===== config.mk =====
export PLATFORM = sky130hd
export DESIGN_NAME = exec_ctrl
export DESIGN_NICKNAME = d
export VERILOG_FILES = /design/src/rtl/exec_ctrl.sv
export SDC_FILE = /design/constraint.sdc
export NUM_CORES = 1
export LEC_CHECK = 0
export BUFFER_PORTS_ARGS = -buffer_cell sky130_fd_sc_hd__buf_4
export CORE_MARGIN = 2
export CORE_UTILIZATION = 51
export DETAILED_ROUTE_END_ITERATION = 16
export GPL_TIMING_DRIVEN = 0
export PLACE_DENSITY = 0.81
export REMOVE_ABC_BUFFERS = 1
export SETUP_SLACK_MARGIN = 0.2
export SYNTH_ARGS = -nofsm -noshare
export SYNTH_HDL_FRONTEND = slang
export SYNTH_SLANG_ARGS = --single-unit

===== constraint.sdc =====
create_clock -name clk -period 3.9 [get_ports clk]
set_input_delay 0.585 -clock clk [delete_from_list [all_inputs] [get_ports clk]]
set_output_delay 0.585 -clock clk [all_outputs]
set_load 0.02 [all_outputs]

===== src/rtl/exec_ctrl.sv =====
// -----------------------------------------------------------------------------
// exec_ctrl
//
// Execution controller for the ARM processor core. Produces the per-cycle
// clock-enable cpu_en that gates every architectural state update of the core.
// Supported modes (selected by `mode`, captured when `start` is accepted):
//   00 free-run          : execute until halt_req
//   01 single-step       : execute exactly one cycle (also launched by step_btn)
//   10 run-N             : execute exactly run_count cycles
//   11 run-to-breakpoint : execute until pc hits an enabled breakpoint
//
// Ports:
//   clk        system clock, everything on the rising edge
//   rst        asynchronous, active-low reset
//   mode       run mode, sampled on an accepted start
//   start      synchronous launch pulse, honoured only in IDLE
//   step_btn   asynchronous step button level (synchronised + edge detected)
//   halt_req   synchronous stop request, overrides everything
//   run_count  cycle budget for run-N, sampled on start
//   bp_addr    packed breakpoint addresses, entry i at [i*PC_W +: PC_W]
//   bp_en      per-breakpoint enable
//   pc         PC of the instruction executed when cpu_en is high
//   cpu_en     processor clock-enable (combinational from state and inputs)
//   running    registered, high whenever the controller is not IDLE
//   bp_hit     one-cycle registered pulse after a breakpoint stop
//   bp_idx     lowest matching breakpoint index, held until the next start
//   cycle_cnt  saturating count of cycles with cpu_en high since reset
// -----------------------------------------------------------------------------
module exec_ctrl #(
    parameter  int PC_W        = 32,
    parameter  int CNT_W       = 32,
    parameter  int NUM_BP      = 2,
    parameter  int SYNC_STAGES = 2,
    localparam int IDX_W       = (NUM_BP > 1) ? $clog2(NUM_BP) : 1
) (
    input  logic                   clk,
    input  logic                   rst,
    input  logic [1:0]             mode,
    input  logic                   start,
    input  logic                   step_btn,
    input  logic                   halt_req,
    input  logic [CNT_W-1:0]       run_count,
    input  logic [NUM_BP*PC_W-1:0] bp_addr,
    input  logic [NUM_BP-1:0]      bp_en,
    input  logic [PC_W-1:0]        pc,
    output logic                   cpu_en,
    output logic                   running,
    output logic                   bp_hit,
    output logic [IDX_W-1:0]       bp_idx,
    output logic [CNT_W-1:0]       cycle_cnt
);

    localparam logic [1:0] MODE_FREE   = 2'b00;
    localparam logic [1:0] MODE_STEP   = 2'b01;
    localparam logic [1:0] MODE_RUN_N  = 2'b10;
    localparam logic [1:0] MODE_RUN_BP = 2'b11;

    typedef enum logic [2:0] {
        ST_IDLE   = 3'd0,
        ST_FREE   = 3'd1,
        ST_STEP   = 3'd2,
        ST_RUN_N  = 3'd3,
        ST_RUN_BP = 3'd4
    } state_t;

    state_t                 state_r;
    logic [CNT_W-1:0]       remaining_r;
    logic                   first_r;       // high during the first RUN_BP cycle
    logic                   running_r;
    logic                   bp_hit_r;
    logic [IDX_W-1:0]       bp_idx_r;
    logic [CNT_W-1:0]       cycle_cnt_r;
    logic [SYNC_STAGES-1:0] sync_r;        // sync_r[SYNC_STAGES-1] is the settled level
    logic                   edge_r;        // previous settled level for edge detection

    logic                   step_edge_s;
    logic                   match_s;
    logic [IDX_W-1:0]       match_idx_s;
    logic                   cpu_en_s;

    // Step button synchroniser chain followed by the edge-detect flop.
    always_ff @(posedge clk or negedge rst) begin
        if (!rst) begin
            sync_r <= '0;
            edge_r <= 1'b0;
        end else begin
            sync_r <= {sync_r[SYNC_STAGES-2:0], step_btn};
            edge_r <= sync_r[SYNC_STAGES-1];
        end
    end

    // A held button yields a single step: only the 0->1 transition counts.
    assign step_edge_s = sync_r[SYNC_STAGES-1] & ~edge_r;

    // Breakpoint comparators; scanning downwards leaves the lowest index.
    always_comb begin
        match_s     = 1'b0;
        match_idx_s = '0;
        for (int i = NUM_BP - 1; i >= 0; i--) begin
            if (bp_en[i] && (pc == bp_addr[i*PC_W +: PC_W])) begin
                match_s     = 1'b1;
                match_idx_s = IDX_W'(i);
            end else begin
                match_s     = match_s;
                match_idx_s = match_idx_s;
            end
        end
    end

    // Clock-enable: low in IDLE, whenever halt_req is present, and in the
    // RUN_BP cycle that stops on a breakpoint (the first cycle never stops,
    // so a run can resume from the instruction it stopped on).
    always_comb begin
        cpu_en_s = 1'b0;
        case (state_r)
            ST_FREE, ST_STEP, ST_RUN_N: cpu_en_s = ~halt_req;
            ST_RUN_BP:                  cpu_en_s = ~halt_req & ~(match_s & ~first_r);
            default:                    cpu_en_s = 1'b0;
        endcase
    end

    // Main controller FSM with its registered status outputs.
    always_ff @(posedge clk or negedge rst) begin
        if (!rst) begin
            state_r     <= ST_IDLE;
            remaining_r <= '0;
            first_r     <= 1'b0;
            running_r   <= 1'b0;
            bp_hit_r    <= 1'b0;
            bp_idx_r    <= '0;
        end else begin
            bp_hit_r <= 1'b0;
            case (state_r)
                ST_IDLE: begin
                    if (halt_req) begin
                        // A stop request suppresses any launch in the same cycle.
                        state_r   <= ST_IDLE;
                        running_r <= 1'b0;
                    end else if (start) begin
                        bp_idx_r <= '0;
                        case (mode)
                            MODE_FREE: begin
                                state_r   <= ST_FREE;
                                running_r <= 1'b1;
                            end
                            MODE_STEP: begin
                                state_r   <= ST_STEP;
                                running_r <= 1'b1;
                            end
                            MODE_RUN_N: begin
                                if (run_count == '0) begin
                                    // Zero-length run: nothing to execute.
                                    state_r   <= ST_IDLE;
                                    running_r <= 1'b0;
                                end else begin
                                    remaining_r <= run_count;
                                    state_r     <= ST_RUN_N;
                                    running_r   <= 1'b1;
                                end
                            end
                            MODE_RUN_BP: begin
                                state_r   <= ST_RUN_BP;
                                first_r   <= 1'b1;
                                running_r <= 1'b1;
                            end
                            default: begin
                                state_r   <= ST_IDLE;
                                running_r <= 1'b0;
                            end
                        endcase
                    end else if (step_edge_s) begin
                        state_r   <= ST_STEP;
                        running_r <= 1'b1;
                    end else begin
                        state_r   <= ST_IDLE;
                        running_r <= 1'b0;
                    end
                end

                ST_FREE: begin
                    if (halt_req) begin
                        state_r   <= ST_IDLE;
                        running_r <= 1'b0;
                    end else begin
                        state_r   <= ST_FREE;
                        running_r <= 1'b1;
                    end
                end

                ST_STEP: begin
                    state_r   <= ST_IDLE;
                    running_r <= 1'b0;
                end

                ST_RUN_N: begin
                    if (halt_req || (remaining_r == CNT_W'(1))) begin
                        remaining_r <= '0;
                        state_r     <= ST_IDLE;
                        running_r   <= 1'b0;
                    end else begin
                        remaining_r <= remaining_r - CNT_W'(1);
                        state_r     <= ST_RUN_N;
                        running_r   <= 1'b1;
                    end
                end

                ST_RUN_BP: begin
                    first_r <= 1'b0;
                    if (halt_req) begin
                        state_r   <= ST_IDLE;
                        running_r <= 1'b0;
                    end else if (match_s && !first_r) begin
                        state_r   <= ST_IDLE;
                        running_r <= 1'b0;
                        bp_hit_r  <= 1'b1;
                        bp_idx_r  <= match_idx_s;
                    end else begin
                        state_r   <= ST_RUN_BP;
                        running_r <= 1'b1;
                    end
                end

                default: begin
                    state_r   <= ST_IDLE;
                    running_r <= 1'b0;
                    first_r   <= 1'b0;
                end
            endcase
        end
    end

    // Executed-cycle counter, sticks at all-ones instead of wrapping.
    always_ff @(posedge clk or negedge rst) begin
        if (!rst) begin
            cycle_cnt_r <= '0;
        end else if (cpu_en_s && (cycle_cnt_r != {CNT_W{1'b1}})) begin
            cycle_cnt_r <= cycle_cnt_r + CNT_W'(1);
        end else begin
            cycle_cnt_r <= cycle_cnt_r;
        end
    end

    assign cpu_en    = cpu_en_s;
    assign running   = running_r;
    assign bp_hit    = bp_hit_r;
    assign bp_idx    = bp_idx_r;
    assign cycle_cnt = cycle_cnt_r;

endmodule


# Yosys cells after proc, flatten, opt, wreduce, memory -nomap -nowiden
# Index checks and enable logic that the tools add are counted.
[op_classes] n_addsub=2 eq_ne=18 muxes=42 bitwise=8 reduce_logical=16
[ops] op="$mux 32" count=5
[ops] op="$eq 32x32->1" count=2
[ops] op="$pmux 32 s2" count=1
[ops] op="$add 32x1->32 const B" count=1
[ops] op="$eq 32x1->1 const B" count=1
[ops] op="$logic_not 32->1" count=1
[ops] op="$ne 32x32->1 const B" count=1
[ops] op="$sub 32x1->32 const B" count=1
[ops] op="$pmux 3 s4" count=2
[ops] op="$mux 1" count=22
[ops] op="$mux 3" count=4
[ops] op="$ne 2x2->1 const B" count=5
[ops] op="$reduce_and 5->1" count=2
[ops] op="$pmux 1 s2" count=4
[ops] op="$eq 3x2->1 const B" count=2
[ops] op="$mux 2" count=3
[ops] op="$reduce_or 3->1" count=2
[ops] op="$not 1->1" count=5
[ops] op="$eq 2x2->1 const B" count=2
[ops] op="$logic_and 1x1->1" count=4
[ops] op="$ne 2x1->1 const B" count=2
[ops] op="$pmux 1 s4" count=1
[ops] op="$reduce_and 4->1" count=1
[ops] op="$reduce_bool 2->1" count=2
[ops] op="other kinds (8)" count=10
[word_totals] ff_bits=74 word_cells=95

# Depth between registers and ports, before layout
# Gate-level depths: netlist of the first run.
[logic_depth] ltp_word=9 ltp_mapped=11 ltp_nobuf=8

# Worst setup path after synthesis of the first run
# No wires, ideal clock.
[synth_timing] path_type="flip-flop to flip-flop" startpoint="reg remaining_r[10]" endpoint="reg remaining_r[30]" setup_time_ps=121 t_arrival_ps=2557 t_required_ps=3779 path_slack_ps=1222 stages_incl_launch_ff=11 n_path_buf=4 path_cell_list="dfrtp_1 -> or4_1 -> buf_2 -> or4_1 -> buf_4 -> nor4_4 -> a311o_1 -> buf_6 -> buf_6 -> o21ai_1 -> a22o_1"
[synth_via] elab_chain_len=4 elab_cells_between_ends=5 classes_between="add/sub: 1; eq/ne: 1; mux: 2; reduce/logical: 1"
[synth_lines] item="start: declaration" line="67" text="logic [CNT_W-1:0] remaining_r;"
[synth_lines] item="start signal: assignment" line="156" text="remaining_r <= run_count;"
[synth_lines] item="start signal: assignment" line="201" text="remaining_r <= remaining_r - CNT_W'(1);"
[synth_lines] item="branches (longest 2 deep; another with $sub 32x1->32)"
[synth_lines] item="$mux 32 *" line="196" text="if (halt_req || (remaining_r == CNT_W'(1))) begin"
[synth_lines] item="$pmux 32 s2 *" line="133" text="case (state_r)"
# Every way passes the cells marked *.
# A chain may end at the register's enable or synchronous reset.

# Final worst setup path of the first run
[layout_timing] startpoint="reg cycle_cnt_r[5], in the netlist cycle_cnt[5]" endpoint="reg cycle_cnt_r[1], in the netlist cycle_cnt[1]"
[layout_via] elab_chain_len=2
[layout_lines] item="start: declaration" line="72" text="logic [CNT_W-1:0] cycle_cnt_r;"
[layout_lines] item="start signal: assignment" line="237" text="cycle_cnt_r <= cycle_cnt_r + CNT_W'(1);"
[layout_lines] item="start signal: assignment" line="239" text="cycle_cnt_r <= cycle_cnt_r;"
[layout_lines] item="$ne 32x32->1" line="236" text="end else if (cpu_en_s && (cycle_cnt_r != {CNT_W{1'b1}})) begin"
[layout_lines] item="$logic_and 1x1->1" line="236"
# Every way passes these cells.

==> results.yml, run 1 <==
outcome:
  status: "complete, no violations"
cts:
  max-clock-path-buffers: 2
  cts_tree: "yes"
  cts_inserted_buffers: 9
  clk_pin_slew_ns: 0.08
  holdBufCountCts: 0
  ctsRootBufferMaster: "clkbuf_8"
  insertion_delay_ns: 0.35
  h-tree-depth: 3
  numClockSinks: 74
grt:
  grt_pass1_wl_um: 25500
  grt_overflow: 0
  grt_pass1_vias: 5283
  antenna_found_initial: 0
  grt_use_total_pct: 28.9
  grt_max_degree: 75
critical_path:
  reg2reg_depth: 7
  crit-reg2reg-launch: "cycle_cnt[5]$_DFFE_PN0P_"
  cp_max_fo: 19
  start_kind: "register"
  critPathCaptureType: "register"
  crit_required_ns: 4.14
  cp.arrival_ns: 3.61
  reg2reg_to: "cycle_cnt[1]$_DFFE_PN0P_"
  path_class: "reg -> reg"
  reg2reg_slack_ns: 0.53
routing:
  drc: 0
  drt-total-wl_um: 15500
  via_per_inst: 5.94
  drtPass1Iterations: 5
  vias: 5295
  wl_per_cell_um: 17.4
  drtAntennaViolNets: 0
  drt-initial-drc-count: 399
logic_synthesis:
  synth_area_leader_cell: "dfrtp_1"
  synth-seq-cells: 74
  syn_avg_cell_area_sq_um: 8.56
  synth_area_sq_mm: 0.00508
  synth_area_leaders: "dfrtp_1 36%, xor2_1 11%, nor4_1 6.3%"
  synthFlopType: "dfrtp_1"
  yosysWarnings: 0
  synth_edf_count: 0
  ys_seq_area_share_pct: 36.5
  synth_cells: 593
  synth_top_area_share_pct: 36.5
  synth_cell_type_count: 52
  synthArstFlopShare_pct: 100
worst_hold_path:
  worstHoldPathCells: 0
  hold_end: "sync_r[1]$_DFF_PN0_"
  hold_class: "reg -> reg"
  hold_path.startpoint: "sync_r[0]$_DFF_PN0_"
floorplanning:
  die_w_um: 104
  io-pin-count: 173
  dieArea_sq_mm: 0.0108
  fp.dieH_um: 104
  row_count: 36
  start_util_pct: 52.2
  core-area_sq_mm: 0.00973
final_layout:
  fin_nets: 894
  final_cell_mix: "173 x buf_4, 74 x dfrtp_1, 62 x xor2_1, 61 x nand2_1, 51 x nor4_1"
  diodes: 0
  area_delta_synth_final_pct: 31.2
  fin_util_pct: 68.5
  layout_commonest_cell: "buf_4"
  drive_above_1_share_pct: 26.4
timing:
  max_freq_mhz: 297
  rsz0062_at_grt: "false"
  finalHoldViolCount: 0
  report.final.slew_viol_count: 0
  slew_headroom_pct: 20.2
  period_needed_ns: 3.37
  tightest_slew_ns: 1.19
  fin_hold_ws_ns: 0.341
  setup_viol: 0
  finalCritPeriodShare_pct: 86.4
  finalClockSkew_ns: 0.00884
placed_design:
  numPortBuffers: 172
  gp_congestion: 0.924
  dp_hpwl_um: 11900
power_and_ir_drop:
  leakagePower_nw: 2.88
  vdd_drop_max_mv: 0.448
  p_per_area_mw_per_mm2: 394
flow_run:
  maxCapViolCount: 0
## final cells by class
| cell class | count | area [sq um] |
|---|---|---|
| clock buffer | 10 | 128 |
| clock inverter | 6 | 66.3 |
| fill | 815 | 3070 |
| inverter | 13 | 48.8 |
| multi-input combinational | 481 | 3060 |
| sequential | 74 | 1850 |
| tap | 133 | 166 |
| timing repair buffer | 175 | 1340 |
## power by group
group          switching [mW]  leakage [nW]  internal, mW
clock network           0.295        0.0889         0.296
logic                   0.482          1.82         0.364
registers               0.227         0.964         0.963
## Yosys cell counts, types with 2 or more instances
cell type,count
nand2b_1,2
a22oi_1,4
nor4_1,51
a22o_1,6
o31ai_1,2
a32oi_1,6
o22ai_1,2
clkbuf_1,17
and4_1,4
o21ai_1,13
ha_1,3
nor2_1,32
buf_4,2
buf_6,4
nor4b_1,7
nand3_1,22
nor3_1,28
dfrtp_1,74
o41ai_1,2
xnor2_1,34
xor2_1,62
inv_1,13
a21oi_1,22
nand4_1,16
buf_2,2
nand4b_1,9
o2bb2ai_1,2
or3_1,4
nand3b_1,3
nand2_1,61
and3_1,10
o21ai_0,45
nor2b_1,4
or4_1,5
or2_1,2
and2_1,2
## critical path: stages, from the launching register on
cell and delay [ns]:
dfrtp_1 0.44, and4_1 0.29, nand4_1 0.20, or4_1 0.63, nor3_2 0.85, nor2_1 0.30
nand2_1 0.21, mux2_2 0.35
## cells by family after synthesis
| group | Yosys count | share of synthesized area, % |
|---|---|---|
| compound gates | 114 | 13.5 |
| flops | 74 | 36.5 |
| buf+inv | 38 | 3.60 |
| simple gates | 267 | 28.9 |
| fa+ha+maj | 3 | 0.740 |
| mux | 1 | 0.222 |
| xor+xnor | 96 | 16.6 |
## sequential cells by signal, summed over array words and instances (netlist names)
signal	count
bp_idx	1
cycle_cnt	32
running	1
remaining_r	32
edge_r	1
state_r	3
first_r	1
sync_r	2
bp_hit	1
## stage by stage
stage | cells | power [mW] | instance area (sq um) | TNS [ns] | setup slack, ns
2_1_floorplan | 568 | 1.64 | 4940 | 0 | 0.551
3_3_place_gp | 873 | 1.97 | 6400 | -0.104 | -0.104
3_5_place_dp | 876 | 2.03 | 6460 | 0 | 0.338
4_1_cts | 892 | 2.63 | 6650 | 0 | 0.322
5_1_grt | 892 | 2.80 | 6660 | 0 | 0.265
6_report | 892 | 2.63 | 6660 | 0 | 0.530
## metal layers
layer | share of wire (%) | vias up | track usage, % | wire length (um)
met5 | 0 | - | 0 | 0
met4 | 3.5 | 0 | 13.6 | 545
met3 | 6.0 | 38 | 5.41 | 929
met2 | 50 | 232 | 50.8 | 7810
met1 | 40 | 2518 | 34.2 | 6200
li1 | - | 2507 | - | -
## worst max-delay path by stage
stage	slack (ns)	startpoint	to	cells after the start
finish	0.53	cycle_cnt[5]$_DFFE_PN0P_	cycle_cnt[1]$_DFFE_PN0P_	7
global route	0.26	cycle_cnt[5]$_DFFE_PN0P_	cycle_cnt[1]$_DFFE_PN0P_	7
CTS	0.32	remaining_r[10]$_DFFE_PN0P_	remaining_r[19]$_DFFE_PN0P_	7
detailed placement	0.34	remaining_r[8]$_DFFE_PN0P_	remaining_r[19]$_DFFE_PN0P_	7
global placement	-0.10	state_r[2]$_DFF_PN0_	remaining_r[21]$_DFFE_PN0P_	6
floorplan	0.55	remaining_r[10]$_DFFE_PN0P_	remaining_r[19]$_DFFE_PN0P_	6
## what timing repair did
action,CTS,global route
endpoints found under the setup margin,0,10
gates resized for setup,0,1
setup buffers,0,0
Power figures use the tool's default switching activity.
==> run 2, diff against run 1 <==
--- a/config.mk
+++ b/config.mk
@@ -7,10 +7,10 @@
 export LEC_CHECK = 0
 export BUFFER_PORTS_ARGS = -buffer_cell sky130_fd_sc_hd__buf_4
 export CORE_MARGIN = 2
-export CORE_UTILIZATION = 51
+export CORE_UTILIZATION = 47
 export DETAILED_ROUTE_END_ITERATION = 16
 export GPL_TIMING_DRIVEN = 0
-export PLACE_DENSITY = 0.81
+export PLACE_DENSITY = 0.76
 export REMOVE_ABC_BUFFERS = 1
 export SETUP_SLACK_MARGIN = 0.2
 export SYNTH_ARGS = -nofsm -noshare
==> run 2 against run 1 <==
Die area rose by 8.2%. Design area increased by 0.17%. Combinational power about the same. Final cell count rose by 0.45%. Power up 3.1%. Global-route usage decreased by 2.1 points. Sequential share of layout area is essentially flat. Clock-buffer cell count is the same. Critical path type unchanged. Critical endpoint is now remaining_r[7]$_DFFE_PN0P_. Largest power group unchanged. Highest routed layer unchanged.
==> results.yml, run 2 (synthesis gave the netlist of run 1 again) <==
routing:
  drt-total-wl_um: 16000
  drtAntennaViolNets: 0
  wl_per_cell_um: 17.8
  drtPass1Iterations: 5
  vias: 5306
  via_per_inst: 5.92
  drc: 0
  drt-initial-drc-count: 391
floorplanning:
  dieArea_sq_mm: 0.0116
  start_util_pct: 48.7
  row_count: 37
  core-area_sq_mm: 0.0104
  fp.dieH_um: 108
  die_w_um: 108
  io-pin-count: 173
timing:
  tns_ns: 0
  report.final.slew_viol_count: 0
  max_freq_mhz: 284
  setup_viol: 0
  finalCritPeriodShare_pct: 90.2
  tightest_slew_ns: 1.24
  period_needed_ns: 3.52
  finalClockSkew_ns: 0.0137
  finalHoldViolCount: 0
  fin_hold_ws_ns: 0.349
  slew_headroom_pct: 17.2
  rsz0062_at_grt: "true"
grt:
  grt_pass1_vias: 5045
  grt_overflow: 0
  grt_use_total_pct: 26.9
  grt_max_degree: 75
  antenna_found_initial: 1
  grt_pass1_wl_um: 24700
worst_hold_path:
  hold_class: "in -> reg"
power_and_ir_drop:
  power.switching_mw: 1.02
  leakagePower_nw: 2.88
  p_total_mw: 2.71
  seqPwrFrac_pct: 44.0
  clockPowerShare_pct: 24.7
  pwr-share-comb_pct: 31.3
  p_per_area_mw_per_mm2: 406
  p_int_mw: 1.69
  vdd_drop_max_mv: 0.451
  swShare_pct: 37.7
placed_design:
  place_inst: 878
  dp_hpwl_um: 11900
  numPortBuffers: 172
  place_area_sq_mm: 0.00644
  gp_congestion: 0.934
cts:
  ctsRootBufferMaster: "clkbuf_8"
  clk_pin_slew_ns: 0.08
  insertion_delay_ns: 0.35
  numClockSinks: 74
  holdBufCountCts: 0
  cts_resized: 0
  cts_tree: "yes"
  max-clock-path-buffers: 2
  h-tree-depth: 3
  postCtsSetupBuffers: 0
  cts_inserted_buffers: 9
critical_path:
  start_kind: "register"
  crit_required_ns: 4.09
  cp_max_fo: 22
  path_class: "reg -> reg"
  cp.arrival_ns: 3.70
  critPathCaptureType: "register"
final_layout:
  design_area_sq_mm: 0.00667
  drive_above_1_share_pct: 26.2
  fin_nets: 894
  area_delta_synth_final_pct: 31.5
  fin_cells: 896
  layout_commonest_cell: "buf_4"
  final_cell_mix: "173 x buf_4, 74 x dfrtp_1, 62 x xor2_1, 61 x nand2_1, 51 x nor4_1"
flow_run:
  maxCapViolCount: 0
outcome:
  status: "complete, no violations"
==> run 2: worst paths after layout <==
| path | start | endpoint | slack [ns] | depth (start not counted) |
|---|---|---|---|---|
| max | remaining_r[10]$_DFFE_PN0P_ | remaining_r[7]$_DFFE_PN0P_ | 0.38 | 7 |
| min | step_btn | sync_r[0]$_DFF_PN0_ | 0.35 | 1 |
| max reg2reg | remaining_r[10]$_DFFE_PN0P_ | remaining_r[7]$_DFFE_PN0P_ | 0.38 | 7 |
| min reg2reg | sync_r[0]$_DFF_PN0_ | sync_r[1]$_DFF_PN0_ | 0.36 | 0 |
| max in group asynchronous | rst | cycle_cnt[20]$_DFFE_PN0P_ | 2.91 | 1 |
| min in group asynchronous | rst | remaining_r[13]$_DFFE_PN0P_ | 0.37 | 1 |
==> run 2: critical path, cell delays in order, from the launching register on <==
cell     delay (ns)
dfrtp_1        0.42
or4_1          0.64
or4_1          0.63
nor4_4         0.40
a311o_1        0.88
o21ai_0        0.21
nand2_1        0.11
o21ai_1        0.07
==> run 2: per-layer routing <==
layer,part of all wire [%],wire length (um),global-route usage [%],up-vias
met2,48,7580,45.2,260
li1,-,-,-,2516
met4,5.0,795,14.8,0
met1,39,6260,32.7,2478
met5,0,0,0,-
met3,8.3,1320,4.48,52
==> run 2: final cells by class <==
class | count | area [sq um]
fillers | 897 | 3740
multi-input cells | 482 | 3070
flip-flops and latches | 74 | 1850
repair buffers | 174 | 1310
well taps | 136 | 170
clock buffers | 10 | 128
clock inverters | 6 | 88.8
inverters | 13 | 48.8
diodes | 1 | 2.50
==> run 2: per-stage QoR <==
step | worst slack (ns) | utilization (%)
final | 0.383 | 64.1
after global routing | 0.200 | 64.1
after CTS | 0.456 | 63.9
after detailed placement | 0.446 | 61.8
after global placement | -0.191 | 61.5
after floorplan | 0.551 | -
==> run 2: power by group through the flow <==
stage | clock [mW] | sequential [mW] | combinational, mW
finish | 0.668 | 1.19 | 0.847
global route | 0.704 | 1.23 | 0.941
CTS | 0.672 | 1.19 | 0.840
detailed placement | 0 | 1.20 | 0.834
global placement | 0 | 1.18 | 0.794
floorplan | 0 | 1.17 | 0.471
